**src/rtl/result_store.sv**
```systemverilog
// Result capture buffer: collects producer words, then steps through them for display.
// Optional running sum of accepted words when RESULT_STORE_SUM_EN is defined.
module result_store #(
  parameter int unsigned DATA_W = 21,
  parameter int unsigned DEPTH  = 16,
  parameter int unsigned ADDR_W = 4
) (
  input  logic              clock,
  input  logic              reset,
  input  logic              wr_req,
  input  logic [DATA_W-1:0] wr_data,
  input  logic              done,
  input  logic              next_btn,
  input  logic              clear,
  output logic              mode,
  output logic [ADDR_W:0]   count,
  output logic              full,
  output logic              overflow,
  output logic [DATA_W-1:0] out_data,
  output logic [ADDR_W-1:0] out_index,
  output logic              out_valid
`ifdef RESULT_STORE_SUM_EN
  ,
  output logic [DATA_W+ADDR_W:0] sum
`endif
);

  localparam int unsigned CNT_W = ADDR_W + 1;
`ifdef RESULT_STORE_SUM_EN
  localparam int unsigned SUM_W = DATA_W + ADDR_W + 1;
`endif

  typedef enum logic {
    COLLECT = 1'b0,
    READOUT = 1'b1
  } state_t;

  state_t            state_q;
  state_t            state_d;
  logic [DATA_W-1:0] mem [DEPTH];
  logic [ADDR_W-1:0] wr_ptr_q;
  logic [ADDR_W-1:0] rd_ptr_q;
  logic              nb_q;

  logic              step_c;
  logic              accept_c;
  logic              drop_c;
  logic              wrap_c;
  logic              has_data_c;

  // Next-state and per-cycle qualifiers; clear dominates done and wr_req.
  always_comb begin
    state_d    = state_q;
    step_c     = next_btn & ~nb_q;
    has_data_c = (count != '0);
    accept_c   = (state_q == COLLECT) && wr_req && !full && !clear;
    drop_c     = (state_q == COLLECT) && wr_req && full && !clear;
    wrap_c     = ({1'b0, rd_ptr_q} == (count - CNT_W'(1)));
    if (clear) begin
      state_d = COLLECT;
    end else begin
      case (state_q)
        COLLECT: if (done) state_d = READOUT;
        READOUT: state_d = READOUT;
        default: state_d = COLLECT;
      endcase
    end
  end

  always_ff @(posedge clock) begin
    if (reset) state_q <= COLLECT;
    else       state_q <= state_d;
  end

  assign mode = (state_q == READOUT);

  // Storage array; contents are not cleared, only the pointers are.
  always_ff @(posedge clock) begin
    if (!reset && accept_c) mem[wr_ptr_q] <= wr_data;
  end

  // Pointers, occupancy, status flags and the registered display port.
  always_ff @(posedge clock) begin
    if (reset) begin
      wr_ptr_q  <= '0;
      rd_ptr_q  <= '0;
      count     <= '0;
      full      <= 1'b0;
      overflow  <= 1'b0;
      out_data  <= '0;
      out_index <= '0;
      out_valid <= 1'b0;
      nb_q      <= 1'b0;
    end else begin
      nb_q <= next_btn;
      if (clear) begin
        wr_ptr_q  <= '0;
        rd_ptr_q  <= '0;
        count     <= '0;
        full      <= 1'b0;
        overflow  <= 1'b0;
        out_data  <= '0;
        out_index <= '0;
        out_valid <= 1'b0;
      end else begin
        if (accept_c) begin
          wr_ptr_q <= wr_ptr_q + ADDR_W'(1);
          count    <= count + CNT_W'(1);
          full     <= (count == CNT_W'(DEPTH - 1));
        end
        if (drop_c) overflow <= 1'b1;

        // Stepping wraps at the stored word count, not at DEPTH.
        if ((state_q == COLLECT) && done) begin
          rd_ptr_q <= '0;
        end else if ((state_q == READOUT) && step_c && has_data_c) begin
          rd_ptr_q <= wrap_c ? '0 : rd_ptr_q + ADDR_W'(1);
        end

        if (state_q == READOUT) begin
          out_data  <= mem[rd_ptr_q];
          out_index <= rd_ptr_q;
          out_valid <= has_data_c;
        end else begin
          out_data  <= '0;
          out_index <= '0;
          out_valid <= 1'b0;
        end
      end
    end
  end

`ifdef RESULT_STORE_SUM_EN
  // Running total of accepted words only.
  always_ff @(posedge clock) begin
    if (reset || clear) sum <= '0;
    else if (accept_c)  sum <= sum + SUM_W'(wr_data);
  end
`endif

endmodule

```
**config.mk**
```make
export PLATFORM = sky130hd
export DESIGN_NAME = result_store
export DESIGN_NICKNAME = d
export VERILOG_FILES = /design/src/rtl/result_store.sv
export SDC_FILE = /design/constraint.sdc
export NUM_CORES = 1
export LEC_CHECK = 0
export ABC_AREA = 1
export BUFFER_PORTS_ARGS = -buffer_cell sky130_fd_sc_hd__buf_4
export CORE_ASPECT_RATIO = 0.5
export CORE_MARGIN = 4
export CORE_UTILIZATION = 30
export CTS_CLUSTER_DIAMETER = 80
export DETAILED_ROUTE_END_ITERATION = 8
export HOLD_SLACK_MARGIN = 0.06
export PLACE_DENSITY = 0.43
export REMOVE_ABC_BUFFERS = 1
export SYNTH_ARGS = -nofsm -noshare
export SYNTH_HDL_FRONTEND = slang
export SYNTH_SLANG_ARGS = --single-unit
```
**constraint.sdc**
```tcl
create_clock -name clock -period 2.1 [get_ports clock]
set_clock_uncertainty 0.15 [all_clocks]
set_input_delay 0.105 -clock clock [delete_from_list [all_inputs] [get_ports clock]]
set_output_delay 0.105 -clock clock [all_outputs]
set_load 0.01 [all_outputs]
```
==> impl_metrics.prom, run 1 <==
# TYPE chip_impl_metric gauge
chip_impl_info{name="hold_class",value="input pin to flop"} 1
chip_impl_info{name="ys_top_cells_by_count",value="edfxtp_1, nand2_1, nor2_1"} 1
chip_impl_metric{name="cts_max_level",unit=""} 2
chip_impl_metric{name="syn_area_per_cell",unit="um2"} 11.2
chip_impl_info{name="timing.critical_path.cells",value="nor3_2 -> buf_4 -> nand2_1 -> nor2_2 -> buf_4"} 1
chip_impl_metric{name="detailroute.via_count",unit=""} 10000
chip_impl_metric{name="synth-async-reset-ratio",unit="%"} 0
chip_impl_metric{name="route.detailed.drc",unit=""} 0
chip_impl_metric{name="crit_arrival",unit="ps"} 1880
chip_impl_metric{name="detailed_place_hpwl",unit="mm"} 24.7
chip_impl_metric{name="final-max-slew-violation-count",unit=""} 0
chip_impl_metric{name="vias_per_cell",unit=""} 4.58
chip_impl_metric{name="worst-path-max-fanout",unit=""} 15
chip_impl_metric{name="ant_nets",unit=""} 0
chip_impl_metric{name="avgRoutedWirePerCell",unit="um"} 18.8
chip_impl_info{name="tritoncts_clock_tree",value="done"} 1
chip_impl_metric{name="required",unit="ps"} 2170
chip_impl_metric{name="netlist_area",unit="um2"} 15300
chip_impl_metric{name="cts_buffers",unit=""} 38
chip_impl_metric{name="layout.filler_cells",unit=""} 4886
chip_impl_metric{name="worstPathBufferInverterCount",unit=""} 2
chip_impl_info{name="timing.critical_path.from_type",value="flop"} 1
chip_impl_metric{name="hold_viol_final",unit=""} 0
chip_impl_metric{name="yosys_register_bits",unit=""} 379
chip_impl_metric{name="antenna_cells_inserted",unit=""} 0
chip_impl_metric{name="nNetsFinal",unit=""} 1502
chip_impl_metric{name="clk_transition_reported_paths",unit="ps"} 60
chip_impl_metric{name="layout_utilization",unit="%"} 36.6
chip_impl_metric{name="finalInstanceArea",unit="um2"} 18400
chip_impl_metric{name="numPortBuffers",unit=""} 60
chip_impl_metric{name="core_region_area",unit="um2"} 50300
chip_impl_metric{name="pin_count_of_the_biggest_net_entering_global_routing",unit=""} 45
chip_impl_metric{name="post_cts.resized_instances",unit=""} 0
chip_impl_metric{name="power.density",unit="nW/um2"} 831
chip_impl_metric{name="grt_util_all_layers",unit="%"} 14.8
chip_impl_metric{name="clkLatencyLatePin",unit="ps"} 540
chip_impl_info{name="synth-main-ff-cell",value="edfxtp_1"} 1
chip_impl_metric{name="cpPeakStageDelay",unit="ps"} 350
chip_impl_metric{name="maxClockFrequency",unit="MHz"} 553
chip_impl_metric{name="maxCapViolations",unit=""} 0
chip_impl_info{name="timing.critical_path.max_delay_family",value="simple AND/OR/NAND/NOR gates"} 1
chip_impl_metric{name="worst_ir_drop_vdd",unit="mV"} 0.514
chip_impl_info{name="worstSetupPathType",value="flop to flop"} 1
chip_impl_metric{name="post_route_cells_drive_above_1_share",unit="%"} 12.8
chip_impl_metric{name="ys.warnings.count",unit=""} 0
chip_impl_info{name="critPathCaptureType",value="flop"} 1
chip_impl_metric{name="num_rows",unit=""} 58
chip_impl_metric{name="number_of_flops_mapped_to_enable_cells_by_yosys",unit=""} 336
chip_impl_metric{name="netlist_instances",unit=""} 1357
chip_impl_metric{name="postRouteWirelength",unit="mm"} 41.1
chip_impl_info{name="run_status",value="finished clean"} 1
chip_impl_metric{name="areaGrowthSynthToFinish",unit="%"} 20.4
chip_impl_metric{name="grt_pass1_vias",unit=""} 9667
chip_impl_metric{name="yosysUniqueCellTypes",unit=""} 27
chip_impl_metric{name="die_height",unit="um"} 168
chip_impl_metric{name="die_width",unit="um"} 327
chip_impl_info{name="rsz0062_at_grt",value="false"} 1
chip_impl_info{name="path_common_cell",value="buf_4"} 1
chip_impl_metric{name="overflow_left_after_global_routing",unit=""} 0
chip_impl_metric{name="detailedRoute.firstPassIterationCount",unit=""} 5
chip_impl_info{name="critPathSlowestCell",value="dfxtp_1"} 1
chip_impl_metric{name="yosysTopAreaCellShare",unit="%"} 66.1
chip_impl_metric{name="final_min_period_over_clock_period",unit="%"} 86.2
chip_impl_metric{name="grt_pass1_wl",unit="mm"} 61.8
chip_impl_info{name="yosys.cell_count.top_type",value="edfxtp_1"} 1
chip_impl_metric{name="placedInstanceArea",unit="um2"} 16900
chip_impl_metric{name="report.final.setup_viol",unit=""} 0
chip_impl_metric{name="ios",unit=""} 61
chip_impl_info{name="post-synth-top-area-cell",value="edfxtp_1"} 1
chip_impl_info{name="cts-root-buf",value="clkbuf_16"} 1
chip_impl_metric{name="period_needed",unit="ps"} 1810
chip_impl_metric{name="max_slew.worst_pin.slew",unit="ps"} 749
chip_impl_metric{name="finalWeightedCongestion",unit=""} 0.778
chip_impl_metric{name="slew-limit-headroom",unit="%"} 50.0
chip_impl_metric{name="seq_area_frac_synth",unit="%"} 71.7
chip_impl_metric{name="initialDrtViolationCount",unit=""} 795
chip_impl_metric{name="maximum_buffer_depth_of_the_clock_tree",unit=""} 3
chip_impl_metric{name="grt_antenna_before_repair",unit=""} 1
chip_impl_metric{name="clkSinkCount",unit=""} 379
chip_impl_metric{name="floorplan.die_area",unit="um2"} 54800
chip_impl_metric{name="post_cts_hold_fix_bufs",unit=""} 28
chip_impl_metric{name="start_util",unit="%"} 30.4
chip_impl_info{name="netlist_top_cells_area",value="edfxtp_1, nand2_1, dfxtp_1"} 1
chip_impl_metric{name="cts_post_setup_buffers_inserted",unit=""} 0
chip_impl_metric{name="power.static_leakage",unit="nW"} 6.78
## final cells by class
class / count / area, um2 / area share [%]
Clock buffer: 59 / 1090 / 5.93
Tap cell: 690 / 863 / 4.70
Multi-Input combinational cell: 835 / 3640 / 19.8
Inverter: 70 / 268 / 1.46
Clock inverter: 9 / 123 / 0.667
Sequential cell: 379 / 11000 / 59.6
Timing Repair Buffer: 143 / 1440 / 7.85
## registers in the layout (all words and copies together), names as in the netlist
register   count
out_data      21
full           1
nb_q           1
overflow       1
rd_ptr_q       4
out_valid      1
mem          336
mode           1
count          5
wr_ptr_q       4
out_index      4
## cells in the final DEF, fill, tap and decap left out, types with 4 or more instances in the layout
| cell type | count |
|---|---|
| nor3_1 | 4 |
| clkbuf_16 | 39 |
| nand3_1 | 158 |
| nor2_1 | 191 |
| edfxtp_1 | 336 |
| buf_12 | 24 |
| clkinv_2 | 4 |
| a21oi_1 | 32 |
| nor2_2 | 16 |
| inv_1 | 64 |
| o21ai_0 | 86 |
| dfxtp_1 | 40 |
| buf_4 | 91 |
| clkbuf_8 | 4 |
| dlygate4sd3_1 | 28 |
| nand2_1 | 325 |
| clkbuf_1 | 16 |
| inv_2 | 4 |
| ha_1 | 8 |
| o21ai_1 | 8 |
## cell families (layout without fill, tap and decap cells)
logic type | count (synthesis) | after routing | synth area share, %
simple gates | 698 | 698 | 18.6
flops | 379 | 379 | 71.7
buf+inv | 143 | 281 | 4.70
compound gates | 126 | 126 | 4.13
fa+ha+maj | 8 | 8 | 0.656
xor+xnor | 3 | 3 | 0.172
## worst reg2reg max path: stages (launching register included)
cell     delay, ps
dfxtp_1        350
nor3_2         160
buf_4          160
nand2_1        180
nor2_2         200
buf_4          290
## per-stage QoR
step / setup TNS, ps / hold slack (ps) / setup WS, ps / cells / power [mW]
2_1_floorplan: -148460 / 27.4 / -2960 / 1284 / 8.47
3_3_place_gp: 0 / 178 / 278 / 2089 / 8.67
3_5_place_dp: 0 / 183 / 283 / 2089 / 8.68
4_1_cts: 0 / 253 / 265 / 2185 / 15.5
5_1_grt: 0 / 285 / 103 / 2185 / 15.8
6_report: 0 / 282 / 290 / 2185 / 15.3
## final timing paths
| check | start | to | slack [ps] | depth (start not counted) |
|---|---|---|---|---|
| min | wr_data[11] | mem[6][11] | 280 | 2 |
| max | mode | mem[11][6] | 290 | 5 |
| max reg2reg | mode | mem[11][6] | 290 | 5 |
| min reg2reg | overflow | overflow | 330 | 2 |
## power by group
group / leakage [nW] / internal, mW / switching, mW / total, mW
clock: 0.592 / 3.94 / 2.78 / 6.72
combinational: 2.82 / 0.113 / 0.213 / 0.325
sequential: 3.37 / 8.21 / 0.0106 / 8.22
## per-layer routing
layer,vias to the layer above,routed length (um),global-route usage (%)
li1,4847,-,-
met1,4919,20200,21.8
met2,187,18200,22.9
met3,50,2080,2.82
met4,0,639,3.05
met5,-,0,0
(Power assumes the default switching activity.)
==> inputs of run 2 (changes only) <==
--- a/config.mk
+++ b/config.mk
@@ -13,6 +13,7 @@
 export CTS_CLUSTER_DIAMETER = 80
 export DETAILED_ROUTE_END_ITERATION = 8
 export HOLD_SLACK_MARGIN = 0.06
+export MAX_ROUTING_LAYER = met4
 export PLACE_DENSITY = 0.43
 export REMOVE_ABC_BUFFERS = 1
 export SYNTH_ARGS = -nofsm -noshare
==> run 2 against run 1 <==
Cell count is the same. Global-route usage grew 0.45 points. Critical path depth is the same. First-iteration DRC count grew 2.6%. Worst setup slack gained 1.6 ps.
==> impl_metrics.prom, run 2 (synthesis gave the netlist of run 1 again) <==
# TYPE chip_impl_metric gauge
chip_impl_metric{name="max_slew.worst_pin.slew",unit="ps"} 752
chip_impl_info{name="mostFrequentLayoutCells",value="edfxtp_1, nand2_1, nor2_1"} 1
chip_impl_metric{name="numPortBuffers",unit=""} 60
chip_impl_metric{name="ant_nets",unit=""} 0
chip_impl_metric{name="nNetsFinal",unit=""} 1502
chip_impl_metric{name="grt_pass1_vias",unit=""} 9665
chip_impl_info{name="worst_setup_path_startpoint",value="mode"} 1
chip_impl_metric{name="worst_ir_drop_vdd",unit="mV"} 0.514
chip_impl_info{name="timing.critical_path.from_type",value="flop"} 1
chip_impl_metric{name="start_util",unit="%"} 30.4
chip_impl_metric{name="period_needed",unit="ps"} 1810
chip_impl_info{name="run_status",value="finished clean"} 1
chip_impl_metric{name="power.static_leakage",unit="nW"} 6.78
chip_impl_metric{name="final_critical_path_setup_slack",unit="ps"} 292
chip_impl_metric{name="largest_register_ffs",unit=""} 336
chip_impl_metric{name="post_cts.resized_instances",unit=""} 0
chip_impl_metric{name="finalInstanceArea",unit="um2"} 18400
chip_impl_metric{name="cpPeakStageDelay",unit="ps"} 350
chip_impl_metric{name="reg2reg_slack",unit="ps"} 290
chip_impl_metric{name="layout.filler_cells",unit=""} 4886
chip_impl_metric{name="clkLatencyLatePin",unit="ps"} 540
chip_impl_info{name="worstReg2RegEnd",value="mem[11][3]"} 1
chip_impl_info{name="cts-root-buf",value="clkbuf_16"} 1
chip_impl_metric{name="areaGrowthSynthToFinish",unit="%"} 20.4
chip_impl_metric{name="vias_per_cell",unit=""} 4.57
chip_impl_metric{name="num_rows",unit=""} 58
chip_impl_info{name="largest-register",value="mem"} 1
chip_impl_info{name="tritoncts_clock_tree",value="done"} 1
chip_impl_metric{name="crit_arrival",unit="ps"} 1870
chip_impl_info{name="timing.critical_path.cells",value="nor3_2 -> buf_4 -> nand2_1 -> nor2_2 -> buf_4"} 1
chip_impl_metric{name="overflow_left_after_global_routing",unit=""} 0
chip_impl_metric{name="pin_count_of_the_biggest_net_entering_global_routing",unit=""} 45
chip_impl_metric{name="die_width",unit="um"} 327
chip_impl_metric{name="multi_input_area",unit="um2"} 3640
chip_impl_metric{name="maximum_buffer_depth_of_the_clock_tree",unit=""} 3
chip_impl_metric{name="maxClockFrequency",unit="MHz"} 553
chip_impl_metric{name="detailedRoute.firstPassIterationCount",unit=""} 5
chip_impl_metric{name="report.final.setup_viol",unit=""} 0
chip_impl_metric{name="grt_antenna_before_repair",unit=""} 1
chip_impl_info{name="worstReg2RegStart",value="mode"} 1
chip_impl_info{name="path_common_cell",value="buf_4"} 1
chip_impl_metric{name="worst-path-max-fanout",unit=""} 15
chip_impl_metric{name="cts_buffers",unit=""} 38
chip_impl_metric{name="core_region_area",unit="um2"} 50300
chip_impl_metric{name="reg2regPathDepth",unit=""} 5
chip_impl_metric{name="post_route_cells_drive_above_1_share",unit="%"} 12.8
chip_impl_metric{name="slew-limit-headroom",unit="%"} 49.8
chip_impl_metric{name="post_cts_hold_fix_bufs",unit=""} 28
chip_impl_metric{name="die_height",unit="um"} 168
chip_impl_metric{name="fin_cells",unit=""} 2185
chip_impl_info{name="critPathCaptureType",value="flop"} 1
chip_impl_metric{name="cts_post_setup_buffers_inserted",unit=""} 0
chip_impl_metric{name="detailedPlace.worstSlack",unit="ps"} 283
chip_impl_metric{name="postRouteWirelength",unit="mm"} 41.1
chip_impl_metric{name="antenna_cells_inserted",unit=""} 0
chip_impl_metric{name="power.density",unit="nW/um2"} 831
chip_impl_info{name="worstSetupPathType",value="flop to flop"} 1
chip_impl_metric{name="cts_max_level",unit=""} 2
chip_impl_metric{name="required",unit="ps"} 2160
chip_impl_info{name="largest_registers",value="mem (336), out_data (21), count (5)"} 1
chip_impl_metric{name="placedInstanceArea",unit="um2"} 16900
chip_impl_info{name="final_common_cell",value="edfxtp_1"} 1
chip_impl_metric{name="final-max-slew-violation-count",unit=""} 0
chip_impl_metric{name="floorplan.die_area",unit="um2"} 54800
chip_impl_metric{name="clkSinkCount",unit=""} 379
chip_impl_info{name="critPathSlowestCell",value="dfxtp_1"} 1
chip_impl_metric{name="area.sequential",unit="um2"} 11000
chip_impl_info{name="hold_class",value="input pin to flop"} 1
chip_impl_metric{name="maxCapViolations",unit=""} 0
chip_impl_metric{name="ios",unit=""} 61
chip_impl_metric{name="hold_viol_final",unit=""} 0
chip_impl_metric{name="grt_pass1_wl",unit="mm"} 61.7
chip_impl_metric{name="grt_util_all_layers",unit="%"} 15.3
chip_impl_metric{name="detailed_place_hpwl",unit="mm"} 24.7
chip_impl_metric{name="worst_hold_check_slack",unit="ps"} 279
chip_impl_metric{name="route.detailed.drc",unit=""} 0
chip_impl_metric{name="instance_count_along_the_most_critical_hold_path",unit=""} 2
chip_impl_metric{name="finalWeightedCongestion",unit=""} 0.789
chip_impl_metric{name="initialDrtViolationCount",unit=""} 816
chip_impl_metric{name="avgRoutedWirePerCell",unit="um"} 18.8
chip_impl_info{name="hold_end",value="mem[5][11]"} 1
chip_impl_info{name="rsz0062_at_grt",value="false"} 1
chip_impl_metric{name="layout_utilization",unit="%"} 36.6
chip_impl_metric{name="numPlacedInstances",unit=""} 2089
chip_impl_metric{name="final_min_period_over_clock_period",unit="%"} 86.1
chip_impl_info{name="worst_hold_startpoint",value="wr_data[11]"} 1
chip_impl_metric{name="clk_transition_reported_paths",unit="ps"} 60
chip_impl_metric{name="detailroute.via_count",unit=""} 9985
-- run 2: cell counts in the layout (fill, tap and decap cells not counted) --
No cell type changed its count.
-- run 2: how the worst max path moves through the flow --
stage,to,slack (ps),cells past startpoint
floorplan,out_data[17],-2960,5
global placement,rd_ptr_q[2],280,10
detailed placement,mem[11][6],280,5
CTS,mem[9][3],270,5
global route,out_data[3],100,8
finish,mem[11][3],290,5
-- run 2: worst max-delay path, delay by kind of cell, from the launching register on --
kind	cells	cell delay (ps)
flip-flops	1	350
AND/OR/NAND/NOR	3	530
buffers and inverters	2	450
-- run 2: layer usage --
layer	GRT usage, %	share of wire (%)	vias to the layer above
li1	-	-	4843
met3	2.74	5.5	54
met2	22.9	44	206
met4	3.05	1.6	0
met1	21.8	49	4882
met5	-	0	-
-- run 2: layout make-up --
type | instances | share of cell area, %
Inverter | 70 | 1.46
Clock buffer | 59 | 5.93
Timing Repair Buffer | 143 | 7.85
Multi-Input combinational cell | 835 | 19.8
Clock inverter | 9 | 0.667
Sequential cell | 379 | 59.6
Tap cell | 690 | 4.70
-- run 2: per-stage QoR --
stage,total power [mW],TNS (ps)
floorplan,8.47,-148460
global placement,8.67,0
detailed placement,8.68,0
CTS,15.5,0
global route,15.8,0
finish,15.3,0
-- run 2: where the power goes --
group          internal, mW  total (mW)  switching, mW  leakage (nW)
combinational         0.113       0.324          0.212          2.82
sequential             8.21        8.22         0.0106          3.37
clock                  3.94        6.73           2.78         0.592
